--- config.mk ---
export PLATFORM = sky130hd
export DESIGN_NAME = pipe_stage_buf
export DESIGN_NICKNAME = d
export VERILOG_FILES = /design/src/rtl/pipe_stage_buf_pkg.sv /design/src/rtl/pipe_stage_buf_stage.sv /design/src/rtl/pipe_stage_buf.sv
export SDC_FILE = /design/constraint.sdc
export NUM_CORES = 1
export LEC_CHECK = 0
export ABC_AREA = 1
export CAP_MARGIN = 20
export CORE_MARGIN = 5
export CORE_UTILIZATION = 50
export DETAILED_ROUTE_END_ITERATION = 8
export GPL_ROUTABILITY_DRIVEN = 0
export GPL_TIMING_DRIVEN = 0
export PLACE_DENSITY = 0.8
export SETUP_SLACK_MARGIN = 0.05
export SYNTH_ARGS = -nofsm -noshare
export SYNTH_HDL_FRONTEND = slang
export SYNTH_SLANG_ARGS = --single-unit
--- constraint.sdc ---
create_clock -name clk -period 1.9 [get_ports clk]
set_clock_uncertainty 0.1 [all_clocks]
set_input_delay 0.38 -clock clk [delete_from_list [all_inputs] [get_ports clk]]
set_output_delay 0.38 -clock clk [all_outputs]
set_load 0.02 [all_outputs]
--- src/rtl/pipe_stage_buf_pkg.sv ---
// Shared constants and helpers for the elastic pipeline buffer.
package pipe_stage_buf_pkg;

    localparam int DEFAULT_WIDTH = 32;
    localparam int DEFAULT_DEPTH = 2;

    // Width of the occupancy counter needed to represent 0..depth.
    function automatic int count_width(input int depth);
        return $clog2(depth + 1);
    endfunction

endpackage : pipe_stage_buf_pkg

--- src/rtl/pipe_stage_buf_stage.sv ---
// One valid+data register stage. The flush input discards the held entry
// (valid clears, data is kept); load captures d_in and marks the stage valid.
module pipe_stage
    import pipe_stage_buf_pkg::*;
#(
    parameter int WIDTH = DEFAULT_WIDTH
) (
    input  logic             clk,
    input  logic             rst,
    input  logic             flush,
    input  logic             load,
    input  logic [WIDTH-1:0] d_in,
    output logic             v_out,
    output logic [WIDTH-1:0] d_out
);

    logic             v_r;
    logic [WIDTH-1:0] d_r;

    // Stage state: reset clears all, discard clears only valid, load captures.
    always_ff @(posedge clk) begin
        if (!rst) begin
            v_r <= 1'b0;
            d_r <= {WIDTH{1'b0}};
        end else if (flush) begin
            v_r <= 1'b0;
            d_r <= d_r;
        end else if (load) begin
            v_r <= 1'b1;
            d_r <= d_in;
        end else begin
            v_r <= v_r;
            d_r <= d_r;
        end
    end

    assign v_out = v_r;
    assign d_out = d_r;

endmodule : pipe_stage

--- src/rtl/pipe_stage_buf.sv ---
// Elastic pipeline buffer of DEPTH stages with bubble collapsing, flush and
// a registered occupancy count.
module pipe_stage_buf
    import pipe_stage_buf_pkg::*;
#(
    parameter int WIDTH = DEFAULT_WIDTH,
    parameter int DEPTH = DEFAULT_DEPTH
) (
    input  logic                          clk,
    input  logic                          rst,
    input  logic                          flush,
    input  logic                          in_valid,
    input  logic [WIDTH-1:0]              in_data,
    output logic                          in_ready,
    output logic                          out_valid,
    output logic [WIDTH-1:0]              out_data,
    input  logic                          out_ready,
    output logic [count_width(DEPTH)-1:0] count
);

    localparam int CW = count_width(DEPTH);

    logic [DEPTH-1:0] v_s;
    logic [WIDTH-1:0] d_s   [DEPTH];
    logic [WIDTH-1:0] din_s [DEPTH];
    logic [DEPTH:0]   r_s;
    logic [DEPTH-1:0] load_s;
    logic [DEPTH-1:0] clr_s;
    logic             in_fire_s;
    logic             out_fire_s;
    logic [CW-1:0]    count_r;

    // Ready into each stage: free, or every stage downstream of it is full
    // and the consumer takes the head (unrolled form of !v[i] || r[i+1]).
    always_comb begin
        logic tail_full_s;
        tail_full_s = 1'b1;
        r_s         = {(DEPTH+1){1'b0}};
        r_s[DEPTH]  = out_ready;
        for (int i = 0; i < DEPTH; i++) begin
            tail_full_s = 1'b1;
            for (int j = i; j < DEPTH; j++) begin
                tail_full_s = tail_full_s & v_s[j];
            end
            r_s[i] = out_ready | ~tail_full_s;
        end
    end

    assign in_ready   = rst & r_s[0] & ~flush;
    assign in_fire_s  = in_valid & in_ready;
    assign out_fire_s = v_s[DEPTH-1] & out_ready & ~flush;

    // Per-stage load enables, load data and discard requests. A stage whose
    // entry moves on without a replacement arriving is discarded as well.
    always_comb begin
        load_s = {DEPTH{1'b0}};
        clr_s  = {DEPTH{1'b0}};
        for (int i = 0; i < DEPTH; i++) begin
            din_s[i] = {WIDTH{1'b0}};
        end
        din_s[0]  = in_data;
        load_s[0] = in_fire_s;
        for (int i = 1; i < DEPTH; i++) begin
            load_s[i] = v_s[i-1] & r_s[i] & ~flush;
            din_s[i]  = d_s[i-1];
        end
        for (int i = 0; i < DEPTH; i++) begin
            clr_s[i] = flush | (v_s[i] & r_s[i+1] & ~load_s[i]);
        end
    end

    for (genvar g = 0; g < DEPTH; g++) begin : g_stage
        pipe_stage #(
            .WIDTH (WIDTH)
        ) u_stage (
            .clk   (clk),
            .rst   (rst),
            .flush (clr_s[g]),
            .load  (load_s[g]),
            .d_in  (din_s[g]),
            .v_out (v_s[g]),
            .d_out (d_s[g])
        );
    end

    // Occupancy: +1 per accept, -1 per consumed head, zero on flush or reset.
    always_ff @(posedge clk) begin
        if (!rst) begin
            count_r <= {CW{1'b0}};
        end else if (flush) begin
            count_r <= {CW{1'b0}};
        end else begin
            count_r <= count_r + CW'(in_fire_s) - CW'(out_fire_s);
        end
    end

    assign out_valid = v_s[DEPTH-1];
    assign out_data  = d_s[DEPTH-1];
    assign count     = count_r;

endmodule : pipe_stage_buf

Word level (Yosys, flattened, before mapping). Index checks and enable logic that the tools add are counted. Widths: inputs -> output; s select.

Word-level logic and storage cells: 34. Input bits: 37. Output and inout bits: 36. Bits in registers: 68.

Add/subtract/negate cells: 2. Reduce and logical (&&, ||, !) cells: 5. Bitwise operators: 22.

Operator list (number): $and 1x1->1 (10); $not 1->1 (8); $reduce_or 2->1 (3); $or 1x1->1 (4); $reduce_and 2->1 (2); $add 2x1->2 (1); $sub 2x1->2 (1).

Logic depth before layout (Yosys ltp).
Word-level depth: 11. Gate-level depth with buffers: 10. Gate-level depth less buffers: 9.

Hierarchy. A second synthesis with hierarchy kept.

Cells, all modules: 455. Area total of the unflattened synthesis: 3054.2 µm².

Modules (own cells, without submodules): pipe_stage (cells each 212, sequential area each 660.6 µm², times used 2, area each 1426.4 µm²); pipe_stage_buf (cells each 31, sequential area each 40.0 µm², times used 1, area each 201.4 µm²).

Worst setup path before layout. Ideal clock, no wire load.

Path type: register -> register. From: register g_stage[1].u_stage.v_r. To: register count_r[0], in the netlist count[0]. Data arrival time: 1.545 ns. Required time: 1.687 ns. Stages on the path, launching flop included: 9. Clock period less this slack: 1.758 ns. Setup time: 0.113 ns. Buffers on the path: 1. Path slack: 0.142 ns. Cell sequence: dfxtp_1 nand3_2 nand3_2 buf_2 ha_1 inv_1 ha_1 inv_1 nor2_1.

Longest elaborated chain between the ends: 8. Elaborated cells between the ends (all ways): 10. Those cells by class: 2 x add/sub; 8 x bitwise.

Ends and longest elaborated chain: start, declared (line pipe_stage_buf_stage.sv:17) `logic v_r;`; start signal, assigned (line pipe_stage_buf_stage.sv:32) `v_r <= v_r;`; $and 1x1->1 (line pipe_stage_buf.sv:43) `tail_full_s = tail_full_s & v_s[j];`; $not 1->1 (line pipe_stage_buf.sv:45) `r_s[i] = out_ready | ~tail_full_s;`; $or 1x1->1 (line pipe_stage_buf.sv:45); $and 1x1->1 (2 in a row) (line pipe_stage_buf.sv:49) `assign in_ready = rst & r_s[0] & ~flush;`; $and 1x1->1 (line pipe_stage_buf.sv:50) `assign in_fire_s = in_valid & in_ready;`; $add 2x1->2 (line pipe_stage_buf.sv:93) `count_r <= count_r + CW'(in_fire_s) - CW'(out_fire_s);`; $sub 2x1->2 (*) (line pipe_stage_buf.sv:93); end signal, assigned (line pipe_stage_buf.sv:89) `count_r <= {CW{1'b0}};`; end signal, assigned (line pipe_stage_buf.sv:91) `count_r <= {CW{1'b0}};`; end signal, assigned (line pipe_stage_buf.sv:93); end, declared (line pipe_stage_buf.sv:31) `logic [CW-1:0] count_r;`.

Mark *: on every way between the ends. The rest lies on a longest branch, timed or not. A chain may end at the register's enable or synchronous reset.

Worst setup path after layout.
From: input port rst. To: output port in_ready.

Longest elaborated chain between the ends: 2.

Ends and longest elaborated chain: start, declared (line pipe_stage_buf.sv:10) `input logic rst,`; $and 1x1->1 (2 in a row) (line pipe_stage_buf.sv:49); end, declared (line pipe_stage_buf.sv:14) `output logic in_ready,`.

Every way passes these cells.

==> flow_summary.rst <==
.. list-table::
   :header-rows: 1

   * - Metric
     - Value
   * - Type of the worst setup path
     - primary input to output port
   * - TritonCTS clock tree
     - done
   * - Post-detailed-routing wire length
     - 7.063 mm
   * - Post-CTS clock slew at the launch and capture registers of the worst setup and hold paths
     - roughly 0.06 ns
   * - Root Driver
     - sky130_fd_sc_hd__clkbuf_8
   * - Instance area after placement
     - 0.004014 mm^2
   * - CP Buf/Inv Count
     - 5
   * - Setup TNS after final layout
     - 0 ns
   * - Die Y-Extent
     - around 90 um
   * - Cts-stage hold buffer count
     - 0
   * - Total core area
     - ~0.0063 mm^2
   * - DR iter-0 viols
     - ~140
   * - H-tree depth
     - 3
   * - Detail Placement HPWL
     - between 5 and 6 mm
   * - Minimum clock period after layout
     - 1.770 ns
   * - Highest net fanout along the worst path
     - 4
   * - Routed via count divided by cell count
     - 4.577
   * - Global-route wire length before repair
     - 12.12 mm
   * - Portion of total power attributed to combinational logic
     - 0.147
   * - Part of the power in registers
     - 0.517
   * - Data required, critical path
     - 1.42 ns
   * - Worst endpoint data arrival time
     - 1.29 ns
   * - Slowest cell delay on critical path
     - 0.23 ns
   * - Leading cell types in the layout, fill and taps excluded
     - sky130_fd_sc_hd__inv_1, sky130_fd_sc_hd__nor2_1, sky130_fd_sc_hd__nand2_1, sky130_fd_sc_hd__dfxtp_1, sky130_fd_sc_hd__buf_4
   * - Cell family contributing the most delay on the critical path
     - buffers and inverters
   * - Cell internal pwr
     - 2183 uW
   * - Cell Area, Synth
     - 0.003207 mm^2
   * - Unrepaired setup endpoints after global routing
     - no
   * - Number of max-cap violations
     - 0
   * - Switching part of the total power
     - 0.2553
   * - Library cell appearing most often on the critical path
     - sky130_fd_sc_hd__inv_2
   * - Quantity of I/O buffers inserted on ports
     - 71
   * - Type of the tightest min-delay check
     - primary input to register
   * - Final Worst Setup Slack
     - 0.1297 ns
   * - Result of the run
     - completed
   * - Crit start category
     - primary input
   * - Share of post-route cells with drive strength above 1
     - 0.1281
   * - Highest ir drop seen on vdd
     - 0.4210 mV
   * - Yosys reg bits
     - 68
   * - Switching pwr
     - 748.2 uW
   * - Overall die width
     - between 90 and 100 um
   * - Area occupied by multi-input gates
     - 0.001117 mm^2
   * - Total of warnings raised by yosys
     - 0
   * - Largest net degree at the start of global routing
     - 11
   * - P&R area growth vs syn
     - 32.27%
   * - Clock power frac
     - 0.335
   * - Worst rel slew slack
     - 0.6828
   * - Placed cell count
     - 623
   * - Final setup violation count
     - 0
   * - Ant diodes
     - 0
   * - Non-Filler Cell Area, Final
     - between 0.004 and 0.005 mm^2
   * - Total chip power
     - 2931 uW
   * - Fill cell count
     - about 540
   * - Number of nets in the layout
     - 598
   * - Post-synthesis sequential area ratio
     - 0.4245
   * - DIE AREA
     - just over 0.008 mm^2
   * - Number of nets still failing antenna checks after routing
     - 0
   * - Count of standard-cell rows
     - 29
   * - Critical-path cell with the highest stage delay
     - sky130_fd_sc_hd__dlygate4sd2_1
   * - Total routing resource utilization after global routing
     - 0.1778
   * - Lkg Pwr
     - 0.002455 uW
   * - Maximum root-to-sink buffer count
     - 2
   * - Initial cell density of the core
     - 0.5109
   * - Count of distinct cell types in the synthesized netlist
     - 19
   * - Post-Place Setup Slack
     - -0.9204 ns
   * - Final critical-path share of the clock period
     - 0.9317
   * - FF/Latch Area
     - 0.001361 mm^2
   * - Vias after detailed routing
     - 2925
   * - Worst skew pair latency
     - 0.33 ns
   * - Ports placed on the boundary
     - 73
   * - Vias in the first global route
     - 2765
   * - Detailed-router iteration count before antenna repair
     - 4
   * - Nature of the critical path endpoint
     - output port
   * - Gate count after technology mapping
     - 475
   * - DRC violation count after routing
     - 0
   * - Total clock buffers created by CTS
     - 9
   * - P per Cell Area
     - 690.9 mW/mm^2
   * - R2r setup slk
     - about 0.22 ns
   * - Total global routing overflow
     - 0
   * - TritonCTS sink count
     - 68
   * - Least-Margin Pin Slew
     - between 0.4 and 0.5 ns
   * - Number of nets in the synthesized netlist
     - 514
   * - Initial antenna violation count
     - 0
   * - Count of placed standard cells in the final layout, fillers left out
     - ~640
   * - List of cells traversed by the critical path
     - dlygate4sd2_1 > inv_2 > nor2_4 > buf_6 > inv_2 > a31oi_2 > buf_4
   * - Achievable frequency
     - approximately 0.56 GHz
   * - Post-synthesis average cell area
     - 6.751 um^2
   * - Final hold violations
     - 0
   * - Routed length per instance
     - 11.05 um
   * - Number of max-slew violations in the final report
     - 0
-- cells in the mapped netlist --
master / number / share of area
sky130_fd_sc_hd__ha_1: 2 / 0.0078
sky130_fd_sc_hd__buf_1: 3 / 0.0035
sky130_fd_sc_hd__clkbuf_1: 9 / 0.011
sky130_fd_sc_hd__xnor2_1: 1 / 0.0027
sky130_fd_sc_hd__nor2_1: 100 / 0.12
sky130_fd_sc_hd__a31oi_1: 1 / 0.0020
sky130_fd_sc_hd__inv_1: 102 / 0.12
sky130_fd_sc_hd__nor2_4: 1 / 0.0035
sky130_fd_sc_hd__dfxtp_1: 68 / 0.42
sky130_fd_sc_hd__buf_4: 32 / 0.075
sky130_fd_sc_hd__nand2_1: 68 / 0.080
sky130_fd_sc_hd__buf_2: 14 / 0.022
sky130_fd_sc_hd__inv_2: 3 / 0.0035
sky130_fd_sc_hd__o21ai_0: 28 / 0.044
sky130_fd_sc_hd__o21ai_1: 5 / 0.0078
sky130_fd_sc_hd__a21oi_1: 2 / 0.0031
sky130_fd_sc_hd__nand4_1: 32 / 0.062
sky130_fd_sc_hd__nand3_2: 3 / 0.0094
sky130_fd_sc_hd__xor2_1: 1 / 0.0027
-- path summary, 6_finish.rpt --
check	depth (start not counted)	from	end
max	7	rst	in_ready
min	4	in_valid	g_stage[0].u_stage.d_out[2]
max reg2reg	9	g_stage[1].u_stage.v_out	count[1]
min reg2reg	2	g_stage[1].u_stage.d_out[16]	g_stage[1].u_stage.d_out[16]
-- kinds of logic after synthesis --
family,after synthesis,share of synthesized area
buffers and inverters,163,0.2337
AO/OA/AOI/OAI,36,0.05657
XOR/XNOR,2,0.005463
flip-flops,68,0.4245
AND/OR/NAND/NOR,204,0.2719
adder cells (fa/ha/maj),2,0.007802
-- power groups by stage --
stage / sequential (uW) / clock [uW] / combinational [uW]
6_report: 1520 / 982 / 432
5_1_grt: 1520 / 1070 / 484
4_1_cts: 1520 / 997 / 436
3_5_place_dp: 1550 / 0 / 435
3_3_place_gp: 1540 / 0 / 425
2_1_floorplan: 1540 / 0 / 265
-- timing repair --
action | 4_1_cts | 5_1_grt
setup buffers | 2 | 0
endpoints found under the hold margin | 0 | 0
gates resized for setup | 32 | 20
pin swaps | 1 | 0
setup endpoints to repair | 18 | 20
-- routing by layer --
metal	part of all wire	wire, um	track usage
met2	0.49	3474	0.3104
met3	0.055	388	0.04257
met1	0.43	3046	0.2015
met4	0.022	154	0.08685
met5	0	0	0
-- sequential cells by signal (all words and copies together), names as in the netlist --
signal,count
g_stage.u_stage.v_out,2
g_stage.u_stage.d_out,64
count,2
-- cell type report --
type	count	share of cell area
plain buffers	58	0.08673
clock buffers	11	0.03333
clock inverters	3	0.003540
inverters	105	0.09292
multi-input cells	244	0.2634
flip-flops and latches	68	0.3209
well taps	77	0.02271
repair buffers	73	0.1764
-- through the flow --
stage,hold slack (ns),utilization
after floorplan,0.3558,-
after global placement,0.3648,0.6394
after detailed placement,0.3733,0.6394
after CTS,0.3550,0.6681
after global routing,0.3967,0.6757
final,0.3737,0.6757
-- worst reg2reg max path: stages, from the launching register on --
cell and delay [ns]:
sky130_fd_sc_hd__dfxtp_1 0.46, sky130_fd_sc_hd__nand3_4 0.16, sky130_fd_sc_hd__nand3_4 0.13, sky130_fd_sc_hd__buf_6 0.15, sky130_fd_sc_hd__ha_1 0.23, sky130_fd_sc_hd__inv_1 0.06, sky130_fd_sc_hd__ha_1 0.15, sky130_fd_sc_hd__inv_1 0.04
sky130_fd_sc_hd__nand2_1 0.05, sky130_fd_sc_hd__a21oi_1 0.05
Note: power is estimated with default switching activity, not from simulation.
